[config.mk]
export PLATFORM = sky130hd
export DESIGN_NAME = alu_issue_queue_flat
export DESIGN_NICKNAME = d
export VERILOG_FILES = /design/src/rtl/alu_issue_queue_if.sv /design/src/rtl/alu_issue_queue.sv /design/src/flat_wrapper.sv
export SDC_FILE = /design/constraint.sdc
export NUM_CORES = 1
export LEC_CHECK = 0
export CAP_MARGIN = 25
export CELL_PAD_IN_SITES_DETAIL_PLACEMENT = 1
export CELL_PAD_IN_SITES_GLOBAL_PLACEMENT = 2
export CORE_MARGIN = 5
export CORE_UTILIZATION = 40
export CTS_BUF_LIST = sky130_fd_sc_hd__clkbuf_8 sky130_fd_sc_hd__clkbuf_16
export DETAILED_ROUTE_END_ITERATION = 10
export PLACE_DENSITY = 0.86
export RECOVER_POWER = 25
export SLEW_MARGIN = 10
export SYNTH_ARGS = -nofsm -noshare
export SYNTH_HDL_FRONTEND = slang
export SYNTH_SLANG_ARGS = --single-unit
[constraint.sdc]
create_clock -name clk_i -period 2.51 [get_ports clk_i]
set_input_delay 0.502 -clock clk_i [delete_from_list [all_inputs] [get_ports clk_i]]
set_output_delay 0.502 -clock clk_i [all_outputs]
set_load 0.05 [all_outputs]
[src/rtl/alu_issue_queue_if.sv]
// Command handshake bundle feeding the ALU issue queue.
// The producer drives the master side and the queue sits on the slave side.
interface alu_issue_queue_if #(
    parameter int TAG_W = 4
);
    logic             cmd_valid;
    logic             cmd_ready;
    logic [7:0]       cmd_a;
    logic [7:0]       cmd_b;
    logic [2:0]       cmd_op;
    logic [TAG_W-1:0] cmd_tag;

    modport master (
        output cmd_valid, cmd_a, cmd_b, cmd_op, cmd_tag,
        input  cmd_ready
    );

    modport slave (
        input  cmd_valid, cmd_a, cmd_b, cmd_op, cmd_tag,
        output cmd_ready
    );
endinterface

[src/rtl/alu_issue_queue.sv]
// Buffers ALU commands in a small FIFO, issues one per unstalled cycle and
// carries each issued tag alongside the ALU latency; screens illegal opcodes.
module alu_issue_queue #(
    parameter int DEPTH   = 4,
    parameter int LATENCY = 1,
    parameter int TAG_W   = 4
) (
    input  logic                       clk_i,
    input  logic                       rst_ni,
    alu_issue_queue_if.slave           cmd,
    input  logic                       stall_i,
    output logic                       alu_en_o,
    output logic [7:0]                 alu_a_o,
    output logic [7:0]                 alu_b_o,
    output logic [2:0]                 alu_op_o,
    output logic                       res_valid_o,
    output logic [TAG_W-1:0]           res_tag_o,
    output logic [$clog2(DEPTH+1)-1:0] count_o,
    output logic [7:0]                 illegal_cnt_o,
    output logic                       illegal_seen_o
);
    localparam int CW = $clog2(DEPTH + 1);
    localparam int PW = $clog2(DEPTH);

    logic [7:0]       memA [DEPTH];
    logic [7:0]       memB [DEPTH];
    logic [2:0]       memOp [DEPTH];
    logic [TAG_W-1:0] memTag [DEPTH];

    logic [PW-1:0]    head_q, head_d, tail_q, tail_d;
    logic [CW-1:0]    count_q, count_d;
    logic [7:0]       illegal_cnt_q, illegal_cnt_d;
    logic             illegal_seen_q, illegal_seen_d;
    logic             alu_en_q;
    logic [7:0]       alu_a_q, alu_b_q;
    logic [2:0]       alu_op_q;
    logic [TAG_W-1:0] alu_tag_q;
    logic [LATENCY-1:0] pipe_v_q;
    logic [TAG_W-1:0] pipe_tag_q [LATENCY];

    logic accept, legal, push, pop;

    assign cmd.cmd_ready = (count_q < CW'(DEPTH));
    assign accept        = cmd.cmd_valid & cmd.cmd_ready;
    assign legal         = (cmd.cmd_op <= 3'd5);
    assign push          = accept & legal;
    assign pop           = (count_q != '0) & ~stall_i;

    // Pointers wrap naturally because DEPTH is a power of two.
    always_comb begin
        head_d         = pop  ? head_q + PW'(1) : head_q;
        tail_d         = push ? tail_q + PW'(1) : tail_q;
        count_d        = count_q;
        illegal_cnt_d  = illegal_cnt_q;
        illegal_seen_d = illegal_seen_q;
        if (push && !pop) begin
            count_d = count_q + CW'(1);
        end else if (pop && !push) begin
            count_d = count_q - CW'(1);
        end
        if (accept && !legal) begin
            illegal_seen_d = 1'b1;
            if (illegal_cnt_q != 8'hFF) begin
                illegal_cnt_d = illegal_cnt_q + 8'd1;
            end
        end
    end

    always_ff @(posedge clk_i) begin
        if (push) begin
            memA[tail_q]   <= cmd.cmd_a;
            memB[tail_q]   <= cmd.cmd_b;
            memOp[tail_q]  <= cmd.cmd_op;
            memTag[tail_q] <= cmd.cmd_tag;
        end
    end

    // Issue registers hold their operands between issues; only en drops.
    always_ff @(posedge clk_i) begin
        if (!rst_ni) begin
            head_q         <= '0;
            tail_q         <= '0;
            count_q        <= '0;
            illegal_cnt_q  <= '0;
            illegal_seen_q <= 1'b0;
            alu_en_q       <= 1'b0;
            alu_a_q        <= '0;
            alu_b_q        <= '0;
            alu_op_q       <= '0;
            alu_tag_q      <= '0;
        end else begin
            head_q         <= head_d;
            tail_q         <= tail_d;
            count_q        <= count_d;
            illegal_cnt_q  <= illegal_cnt_d;
            illegal_seen_q <= illegal_seen_d;
            alu_en_q       <= pop;
            if (pop) begin
                alu_a_q   <= memA[head_q];
                alu_b_q   <= memB[head_q];
                alu_op_q  <= memOp[head_q];
                alu_tag_q <= memTag[head_q];
            end
        end
    end

    // Tag shadow of the ALU pipeline; ignores stall so results keep flowing.
    always_ff @(posedge clk_i) begin
        if (!rst_ni) begin
            pipe_v_q <= '0;
            for (int i = 0; i < LATENCY; i++) begin
                pipe_tag_q[i] <= '0;
            end
        end else begin
            pipe_v_q[0]   <= alu_en_q;
            pipe_tag_q[0] <= alu_en_q ? alu_tag_q : '0;
            for (int i = 1; i < LATENCY; i++) begin
                pipe_v_q[i]   <= pipe_v_q[i-1];
                pipe_tag_q[i] <= pipe_tag_q[i-1];
            end
        end
    end

    assign alu_en_o       = alu_en_q;
    assign alu_a_o        = alu_a_q;
    assign alu_b_o        = alu_b_q;
    assign alu_op_o       = alu_op_q;
    assign res_valid_o    = pipe_v_q[LATENCY-1];
    assign res_tag_o      = pipe_tag_q[LATENCY-1];
    assign count_o        = count_q;
    assign illegal_cnt_o  = illegal_cnt_q;
    assign illegal_seen_o = illegal_seen_q;
endmodule

[src/flat_wrapper.sv]
// flat-port wrapper written by rule: the top's interface ports become plain ports
module alu_issue_queue_flat 
#(
    parameter int DEPTH   = 4,
    parameter int LATENCY = 1,
    parameter int TAG_W   = 4
)
  (clk_i, rst_ni, stall_i, alu_en_o, alu_a_o, alu_b_o, alu_op_o, res_valid_o, res_tag_o, count_o, illegal_cnt_o, illegal_seen_o, cmd_cmd_valid, cmd_cmd_a, cmd_cmd_b, cmd_cmd_op, cmd_cmd_tag, cmd_cmd_ready);
  alu_issue_queue_if #(.TAG_W(TAG_W)) cmd_i ();
  input  logic clk_i;
  input  logic rst_ni;
  input  logic stall_i;
  output logic alu_en_o;
  output logic [7:0] alu_a_o;
  output logic [7:0] alu_b_o;
  output logic [2:0] alu_op_o;
  output logic res_valid_o;
  output logic [TAG_W-1:0] res_tag_o;
  output logic [$clog2(DEPTH+1)-1:0] count_o;
  output logic [7:0] illegal_cnt_o;
  output logic illegal_seen_o;
  input wire logic [$bits(cmd_i.cmd_valid)-1:0] cmd_cmd_valid;
  input wire logic [$bits(cmd_i.cmd_a)-1:0] cmd_cmd_a;
  input wire logic [$bits(cmd_i.cmd_b)-1:0] cmd_cmd_b;
  input wire logic [$bits(cmd_i.cmd_op)-1:0] cmd_cmd_op;
  input wire logic [$bits(cmd_i.cmd_tag)-1:0] cmd_cmd_tag;
  output wire logic [$bits(cmd_i.cmd_ready)-1:0] cmd_cmd_ready;
  assign cmd_i.cmd_valid = cmd_cmd_valid;
  assign cmd_i.cmd_a = cmd_cmd_a;
  assign cmd_i.cmd_b = cmd_cmd_b;
  assign cmd_i.cmd_op = cmd_cmd_op;
  assign cmd_i.cmd_tag = cmd_cmd_tag;
  assign cmd_cmd_ready = cmd_i.cmd_ready;
  alu_issue_queue #(.DEPTH(DEPTH), .LATENCY(LATENCY), .TAG_W(TAG_W)) u_core (.clk_i(clk_i), .rst_ni(rst_ni), .cmd(cmd_i), .stall_i(stall_i), .alu_en_o(alu_en_o), .alu_a_o(alu_a_o), .alu_b_o(alu_b_o), .alu_op_o(alu_op_o), .res_valid_o(res_valid_o), .res_tag_o(res_tag_o), .count_o(count_o), .illegal_cnt_o(illegal_cnt_o), .illegal_seen_o(illegal_seen_o));
endmodule
Word-level counts from Yosys, hierarchy flattened

Memories as Yosys holds them, arrays and structs flattened. A register that Yosys moved wholly into a read port is not among the register bits.
Cells that the tools add are included.

Register bits: 18
Bits in latches: 0
RAM bits: 96
ROM bits: 0
Bits of input ports: 27
Output and inout port bits: 38
Logic and storage cells: 47
Memories kept: 5

Memories:

| name              | depth | bits a word | rd ports | clocked after memory_dff | write ports | line                  | source |
|---|---|---|---|---|---|---|---|
| u_core.memA       | 4     | 8           | 1        | 1                        | 1           | alu_issue_queue.sv:25 | `logic [7:0] memA [DEPTH];` |
| u_core.memB       | 4     | 8           | 1        | 1                        | 1           | alu_issue_queue.sv:26 | `logic [7:0] memB [DEPTH];` |
| u_core.memTag     | 4     | 4           | 1        | 1                        | 1           | alu_issue_queue.sv:28 | `logic [TAG_W-1:0] memTag [DEPTH];` |
| u_core.memOp      | 4     | 3           | 1        | 1                        | 1           | alu_issue_queue.sv:27 | `logic [2:0] memOp [DEPTH];` |
| u_core.pipe_tag_q | 1     | 4           | 1        | 0                        | 1           | alu_issue_queue.sv:39 | `logic [TAG_W-1:0] pipe_tag_q [LATENCY];` |

Add/sub/neg operators: 5
$mul: 0
Divide/modulo/power cells: 0
Magnitude comparators: 2
Equal/unequal tests: 1
Shift-type cells: 0
Muxes and demuxes: 9
Bitwise gates (word level): 4
Reduce and logical (&&, ||, !) cells: 14

Operators with widths:

| cell                | number |
|---|---|
| $add 8x1->8 const B | 1 |
| $mux 4              | 2 |
| $ne 8x8->1 const B  | 1 |
| $logic_not 1->1     | 7 |
| $mux 3              | 2 |
| $mux 1              | 5 |
| $add 2x1->2 const B | 2 |
| $reduce_or 4->1     | 1 |
| $add 3x1->3 const B | 1 |
| $and 1x1->1         | 3 |
| $le 3x3->1 const B  | 1 |
| $logic_and 1x1->1   | 3 |
| $lt 3x3->1 const B  | 1 |
| $reduce_bool 3->1   | 1 |
| $sub 3x1->3 const B | 1 |
| $reduce_and 2->1    | 1 |
| $reduce_bool 2->1   | 1 |
| $not 1->1           | 1 |

Depth between registers and ports, before layout

Word-level depth: 7
Mapped depth: 10
Depth with buffers taken out: 9

Least setup slack after synthesis

OpenSTA, ideal clock, no wires.

Path type: reg-to-reg
From: reg u_core.count_q[0], in the netlist u_core.count_o[0]
To: reg u_core.count_q[2], in the netlist u_core.count_o[2]
Setup time: 0.071 ns
Arrival: 2.443 ns
Path slack: -0.004 ns
Stages on the path, launching flop included: 11
Period minus slack after synthesis: 2.514 ns
Cell sequence: dfxtp_1 > nor3_2 > nor2_1 > clkbuf_1 > inv_1 > ha_1 > inv_1 > fa_1 > xor2_1 > or3_1 > a21oi_1

Cells in the longest elaborated chain, start to end: 6
Elaborated cells on any way between the ends: 14

RTL lines:

| element                     | line                  | source |
|---|---|---|
| start: declaration          | alu_issue_queue.sv:31 | `logic [CW-1:0] count_q, count_d;` |
| start signal: assignment    | alu_issue_queue.sv:94 | `count_q <= count_d;` |
| $lt 3x3->1                  | alu_issue_queue.sv:43 | `assign cmd.cmd_ready = (count_q < CW'(DEPTH));` |
| $and 1x1->1                 | alu_issue_queue.sv:44 | `assign accept = cmd.cmd_valid & cmd.cmd_ready;` |
| $and 1x1->1                 | alu_issue_queue.sv:46 | `assign push = accept & legal;` |
| $logic_not 1->1             | alu_issue_queue.sv:58 | `end else if (pop && !push) begin` |
| $logic_and 1x1->1           | alu_issue_queue.sv:58 |  |
| $reduce_bool 2->1 (no line) | -                     |  |

Several ways; a longest one is shown, not always the timed one. The select of a mux whose other input is x is not followed.
A chain may end at the register's enable or synchronous reset.

Worst setup path after layout

From: reg u_core.count_q[2], in the netlist u_core.count_o[2]
To: out count_o[2]

RTL lines:

| element          | line               | source |
|---|---|---|
| end: declaration | flat_wrapper.sv:19 | `output logic [$clog2(DEPTH+1)-1:0] count_o;` |

No word-level cell between the ends.

==> impl_metrics.env <==
export IMPL_status="complete, no violations"
export IMPL_grt_max_degree=41
export IMPL_final_area_um2=6800
export IMPL_path_delay_family="buffers and inverters"
export IMPL_htree_levels=4
export IMPL_crit_buf_inv=1
export IMPL_grt_pass1_wl_mm=18.2
export IMPL_synthArstFlopShare_pct=0
export IMPL_dieHeight_um=124
export IMPL_ir_worst_vdd_uv=632
export IMPL_drt_wl_total_mm=11.2
export IMPL_setup_tns_ns=0
export IMPL_ctsHoldBuffers=0
export IMPL_drtIter0Drc=145
export IMPL_fin_worst_skew_ns=0.00719
export IMPL_fin_crit_ns=2.30
export IMPL_floorplan_initialDensity_pct=41.1
export IMPL_final_cells=580
export IMPL_clock_path_buffers=2
export IMPL_crit_chain="clkdlybuf4s50_1"
export IMPL_crit_slowest_cell="clkdlybuf4s50_1"
export IMPL_grt_usage_pct=15.3
export IMPL_setup_viol=0
export IMPL_first_pass_iters=4
export IMPL_area_growth_pct=30.0
export IMPL_synth_cell_type_count=40
export IMPL_num_antenna_cells=0
export IMPL_die_area_um2=15500
export IMPL_cp_end_kind="primary output"
export IMPL_ys_warn_count=0
export IMPL_worstPathRequired_ns=2.01
export IMPL_wire_per_inst_um=19.4
export IMPL_cts_tree="built"
export IMPL_timing_worst_setup_path_type="reg -> out"
export IMPL_syn_instance_count=315
export IMPL_viasPerCell=5.19
export IMPL_cts_setup_buffers=0
export IMPL_cp_max_fo=8
export IMPL_clk_pin_slew_ns=0.06
export IMPL_dpl_hpwl_mm=7.01
export IMPL_cts_made_buffers=17
export IMPL_final_nets=429
export IMPL_layout_drive_gt1_share_pct=15.9
export IMPL_numClockSinks=137
export IMPL_rsz0062_at_grt="no"
export IMPL_max_clock_freq_mhz=435
export IMPL_boundaryPins=65
export IMPL_coreArea_um2=12700
export IMPL_worst_skew_pair_late_latency_ns=0.42
export IMPL_whs_ns=0.455
export IMPL_synth_flop_cell="edfxtp_1"
export IMPL_postPlaceCellArea_um2=6180
export IMPL_dp_cells=548
export IMPL_std_cell_rows=41
export IMPL_overflow=0
export IMPL_vias=3009
export IMPL_syn_nets=349
export IMPL_die_x_um=124
export IMPL_power_density_nw_per_um2=1030
export IMPL_synth_area_um2=5230
export IMPL_p_leak_nw=2.29
export IMPL_hp_class="reg -> reg"
export IMPL_tightest_slew_ns=0.840
export IMPL_grt_pass1_vias=3297
export IMPL_startpoint_type="register"
export IMPL_synth_area_per_cell_um2=16.6
export IMPL_antenna_found_initial=0
export IMPL_io_buffers=64
export IMPL_drv_slew=0
export IMPL_remaining_drc_errors=0
export IMPL_drtAntennaViolNets=0
export IMPL_report_final_hold_viol_count=0
export IMPL_synth_seq_area_share_pct=70.0
export IMPL_synth_edf_count=92
export IMPL_routabilityCongestion=0.769
export IMPL_post_route_period_util_pct=91.5
export IMPL_relSlewSlack_pct=44.0
export IMPL_cts_root_buf="clkbuf_16"
export IMPL_post_cts_resized=0
export IMPL_cap_viol_max_count=0
export IMPL_ys_ff_latch=137
export IMPL_arrival_ns=1.79
export IMPL_slowest_delay_ns=0.87
## stage by stage
step	setup WS (ns)	util, %	power (mW)
2_1_floorplan	0.0382	-	3.94
3_3_place_gp	0.0451	48.3	4.42
3_5_place_dp	-0.0771	48.6	4.49
4_1_cts	0.178	53.5	7.12
5_1_grt	0.0656	53.5	7.35
6_report	0.213	53.5	7.04
## where the power goes
group | switching, mW | total (mW) | internal (mW)
Clock | 0.953 | 2.61 | 1.66
Sequential | 0.225 | 2.89 | 2.66
Combinational | 0.895 | 1.53 | 0.639
Total | 2.07 | 7.04 | 4.96
## sequential cells by signal, summed over array words and instances, names as in the netlist
| register | count |
|---|---|
| u_core.memB | 32 |
| u_core.illegal_seen_o | 1 |
| u_core.tail_q | 2 |
| u_core.alu_op_o | 3 |
| u_core.alu_b_o | 8 |
| u_core.memA | 32 |
| u_core.alu_tag_q | 4 |
| u_core.illegal_cnt_o | 8 |
| u_core.memOp | 12 |
| u_core.alu_en_o | 1 |
| u_core.count_o | 3 |
| u_core.alu_a_o | 8 |
| u_core.pipe_tag_q | 4 |
| u_core.memTag | 16 |
| u_core.head_q | 2 |
| u_core.res_valid_o | 1 |
## cells in the mapped netlist (2+ instances only)
| library cell | n | area [µm²] |
|---|---|---|
| clkbuf_1 | 8 | 30.0 |
| or3_1 | 2 | 12.5 |
| buf_2 | 5 | 25.0 |
| and2_1 | 2 | 12.5 |
| nor2_1 | 5 | 18.8 |
| a211oi_1 | 2 | 15.0 |
| nor4_1 | 2 | 12.5 |
| nand2b_1 | 3 | 18.8 |
| inv_1 | 11 | 41.3 |
| o21ai_0 | 5 | 25.0 |
| o2bb2ai_1 | 23 | 201 |
| mux4_2 | 11 | 248 |
| xor2_1 | 2 | 17.5 |
| mux4_1 | 12 | 315 |
| edfxtp_1 | 92 | 2760 |
| ha_1 | 6 | 75.1 |
| a21oi_1 | 7 | 35.0 |
| dfxtp_1 | 45 | 901 |
| nor3_2 | 2 | 20.0 |
| and3_1 | 9 | 56.3 |
| nand2_1 | 34 | 128 |
| nand3_1 | 4 | 20.0 |
| mux2i_1 | 6 | 60.1 |
## cells in the final DEF, fill, tap and decap left out, types with 5 or more instances in the layout
cell              n
clkdlybuf4s50_1  47
a21oi_1           7
mux4_1           12
nand2_1          34
o2bb2ai_1        23
and3_1            9
clkbuf_16        17
buf_4             8
mux4_2           11
inv_1            11
o21ai_0           5
edfxtp_1         92
clkinvlp_4        5
mux2i_1           6
ha_1              6
dfxtp_1          44
dlygate4sd3_1    17
## per-layer routing
metal	up-vias	global-route usage, %	routed length [µm]
met3	15	3.90	347
li1	1388	-	-
met1	1543	18.0	4780
met5	-	0	0
met4	0	7.35	242
met2	63	26.2	5870
## worst paths after layout
path / cells after the start / slack [ns] / start / to
max: 1 / 0.21 / u_core.count_o[2] / count_o[2]
min reg2reg: 2 / 0.46 / u_core.illegal_seen_o / u_core.illegal_seen_o
min: 2 / 0.46 / u_core.illegal_seen_o / u_core.illegal_seen_o
max reg2reg: 9 / 0.29 / u_core.count_o[2] / u_core.count_o[2]
## logic make-up (layout without fill, tap and decap cells)
| group | count (synthesis) | in the layout | share of synthesized area, % |
|---|---|---|---|
| simple gates | 69 | 69 | 6.86 |
| mux | 29 | 29 | 11.9 |
| compound gates | 43 | 43 | 6.39 |
| flops | 137 | 137 | 70.0 |
| fa+ha+maj | 7 | 7 | 1.82 |
| xor+xnor | 2 | 2 | 0.335 |
| buf+inv | 28 | 121 | 2.65 |
## worst register-to-register path: stages, from the launching register on
cell	delay [ns]
dfxtp_1	0.40
nor3_4	0.34
nor2_2	0.07
inv_1	0.08
ha_1	0.19
inv_1	0.06
fa_1	0.37
xor2_1	0.16
or3_1	0.32
a21oi_1	0.16
## final cells by class
type                            instances  area [µm²]
Tap cell                              172         215
Multi-Input combinational cell        150        1440
Clock inverter                         15         199
Sequential cell                       137        3660
Inverter                               12        45.0
Clock buffer                           17         425
Timing Repair Buffer                   77         808
Fill cell                            1239        5920
No activity file was read; power rests on OpenSTA's default activity.
==> variant, RTL diff (same settings) <==
`TAG_W` is set to 4 in 3 places; all go to 6.
--- a/src/rtl/alu_issue_queue_if.sv
+++ b/src/rtl/alu_issue_queue_if.sv
@@ -1,7 +1,7 @@
 // Command handshake bundle feeding the ALU issue queue.
 // The producer drives the master side and the queue sits on the slave side.
 interface alu_issue_queue_if #(
-    parameter int TAG_W = 4
+    parameter int TAG_W = 6
 );
     logic             cmd_valid;
     logic             cmd_ready;
--- a/src/rtl/alu_issue_queue.sv
+++ b/src/rtl/alu_issue_queue.sv
@@ -3,7 +3,7 @@
 module alu_issue_queue #(
     parameter int DEPTH   = 4,
     parameter int LATENCY = 1,
-    parameter int TAG_W   = 4
+    parameter int TAG_W   = 6
 ) (
     input  logic                       clk_i,
     input  logic                       rst_ni,
--- a/src/flat_wrapper.sv
+++ b/src/flat_wrapper.sv
@@ -3,7 +3,7 @@
 #(
     parameter int DEPTH   = 4,
     parameter int LATENCY = 1,
-    parameter int TAG_W   = 4
+    parameter int TAG_W   = 6
 )
   (clk_i, rst_ni, stall_i, alu_en_o, alu_a_o, alu_b_o, alu_op_o, res_valid_o, res_tag_o, count_o, illegal_cnt_o, illegal_seen_o, cmd_cmd_valid, cmd_cmd_a, cmd_cmd_b, cmd_cmd_op, cmd_cmd_tag, cmd_cmd_ready);
   alu_issue_queue_if #(.TAG_W(TAG_W)) cmd_i ();
Ports: changed (resized cmd_cmd_tag and res_tag_o); port bits go from 65 to 69. The function was not compared with the original's and may differ.
==> variant against the original RTL <==
Wire length increased by 5.3%. Via count increased by 2.8%. Highest routed layer unchanged. Sequential cell count increased by 12. First-iteration DRC count decreased by 9.7%. Worst setup slack improved by 0.0030 ns. Critical path depth unchanged. Design area increased by 4.7%. Clock skew decreased by 0.0016 ns. Utilization decreased by 1.6 points. Power increased by 3.9%. Final cell count increased by 5.2%. Synthesized cell count increased by 3.5%. Area after synthesis increased by 5.8%.
==> variant: results (changes against the original RTL) <==
stage,metric,value,unit,change
outcome,status,completed,,unchanged
placed_design,PortBufs,68,,was 64
placed_design,DP Cell Count,577,,was 548
setup_path,R2R Path Start,u_core.count_o[0]$_SDFFE_PN0P_,,was u_core.count_o[2]$_SDFFE_PN0P_
placed_design,post-placement cell area,6540,um^2,was 6180 um^2
placed_design,Post-DP HPWL,7.79,mm,was 7.01 mm
sta,worst hold margin,0.464,ns,was 0.455 ns
min_path,Hold/Removal Path Class,reg -> reg,,unchanged
placed_design,DP Worst Slack,-0.0976,ns,was -0.0771 ns
setup_path,R2R setup slack,0.37,ns,was 0.29 ns
final_layout,Finished Layout Cells,610,,was 580
global_route,largest net degree at the start of global routing,28,,was 41
detailed_routing,Vias,3094,,was 3009
setup_path,CP Launch Point,u_core.illegal_cnt_o[2]$_SDFFE_PN0P_,,was u_core.count_o[2]$_SDFFE_PN0P_
logic_synthesis,synth cell count leaders,"edfxtp_1 (100), dfxtp_1 (49), nand2_1 (32)",,"was edfxtp_1 (92), dfxtp_1 (45), nand2_1 (34)"
sta,fmax,436,MHz,was 435 MHz
setup_path,CP endpoint,illegal_cnt_o[2],,was count_o[2]
sta,clk_skew,0.00560,ns,was 0.00719 ns
logic_synthesis,Syn Nets,362,,was 349
sta,Slew Limit Headroom,0.650,,was 0.440
final_layout,layout cells sized above 1,0.193,,was 0.159
min_path,Hold Crit Endpoint,u_core.alu_a_o[4]$_SDFFE_PN0P_,,was u_core.illegal_seen_o$_SDFFE_PN0P_
clock_tree,"CTS clk-pin slew, worst paths",0.06,ns,about the same
global_route,initial antenna violation count,1,,was 0
global_route,GRT Total Usage,0.155,,was 0.153
placed_design,GP Congestion,0.715,,was 0.769
global_route,first-pass GRT wire length,18.7,mm,was 18.2 mm
logic_synthesis,library cells used by synthesis,38,,was 40
final_layout,Final nets,452,,was 429
detailed_routing,post-DR wirelength/cell,19.4,um,about the same
logic_synthesis,ranking of synthesized cells by area,"edfxtp_1 (54%), dfxtp_1 (18%), mux4_2 (10%)",,"was edfxtp_1 (53%), dfxtp_1 (17%), mux4_1 (6.0%)"
final_layout,Top Registers,"u_core.memA: 32 flops, u_core.memB: 32 flops, u_core.memTag: 24 flops",,"was u_core.memA: 32 flops, u_core.memB: 32 flops, u_core.memTag: 16 flops"
logic_synthesis,Syn Inst Count,326,,was 315
power,Internal,5.14,mW,was 4.96 mW
power,maximum vdd drop,0.626,mV,was 0.632 mV
==> variant: per-layer routing <==
| layer | global-route usage | routed length (um) | vias up |
|---|---|---|---|
| met1 | 0.173 | 4800 | 1582 |
| li1 | - | - | 1436 |
| met4 | 0.0581 | 142 | 0 |
| met3 | 0.0523 | 482 | 12 |
| met2 | 0.274 | 6410 | 64 |
| met5 | 0 | 0 | - |
==> variant: logic make-up (layout without fill, tap and decap cells) <==
group / count (synthesis) / after routing / share of synthesized area
simple gates: 71 / 71 / 0.0689
buf+inv: 25 / 128 / 0.0203
fa+ha+maj: 7 / 7 / 0.0172
other cells: 0 / 1 / 0
compound gates: 40 / 40 / 0.0574
flops: 149 / 149 / 0.720
mux: 27 / 27 / 0.105
xor+xnor: 7 / 7 / 0.0111
==> variant: cell type report <==
type / count / area, um^2
multi-input cells: 152 / 1440
flip-flops and latches: 149 / 3990
fillers: 1299 / 6600
clock inverters: 12 / 103
repair buffers: 89 / 858
clock buffers: 20 / 478
diodes: 1 / 2.50
inverters: 7 / 30.0
well taps: 180 / 225
==> variant: power by group through the flow <==
| stage | sequential [mW] | combinational, mW | clock [mW] |
|---|---|---|---|
| after floorplan | 3.47 | 0.868 | 0 |
| after global placement | 3.13 | 1.77 | 0 |
| after detailed placement | 3.15 | 1.82 | 0 |
| after CTS | 3.10 | 1.83 | 2.49 |
| after global routing | 3.13 | 1.91 | 2.62 |
| final | 3.09 | 1.79 | 2.43 |
==> variant: worst min-delay path, cell delays in order, from the launching register on <==
cell       delay (ns)
dfxtp_1          0.31
nand2_1          0.05
o2bb2ai_1        0.06
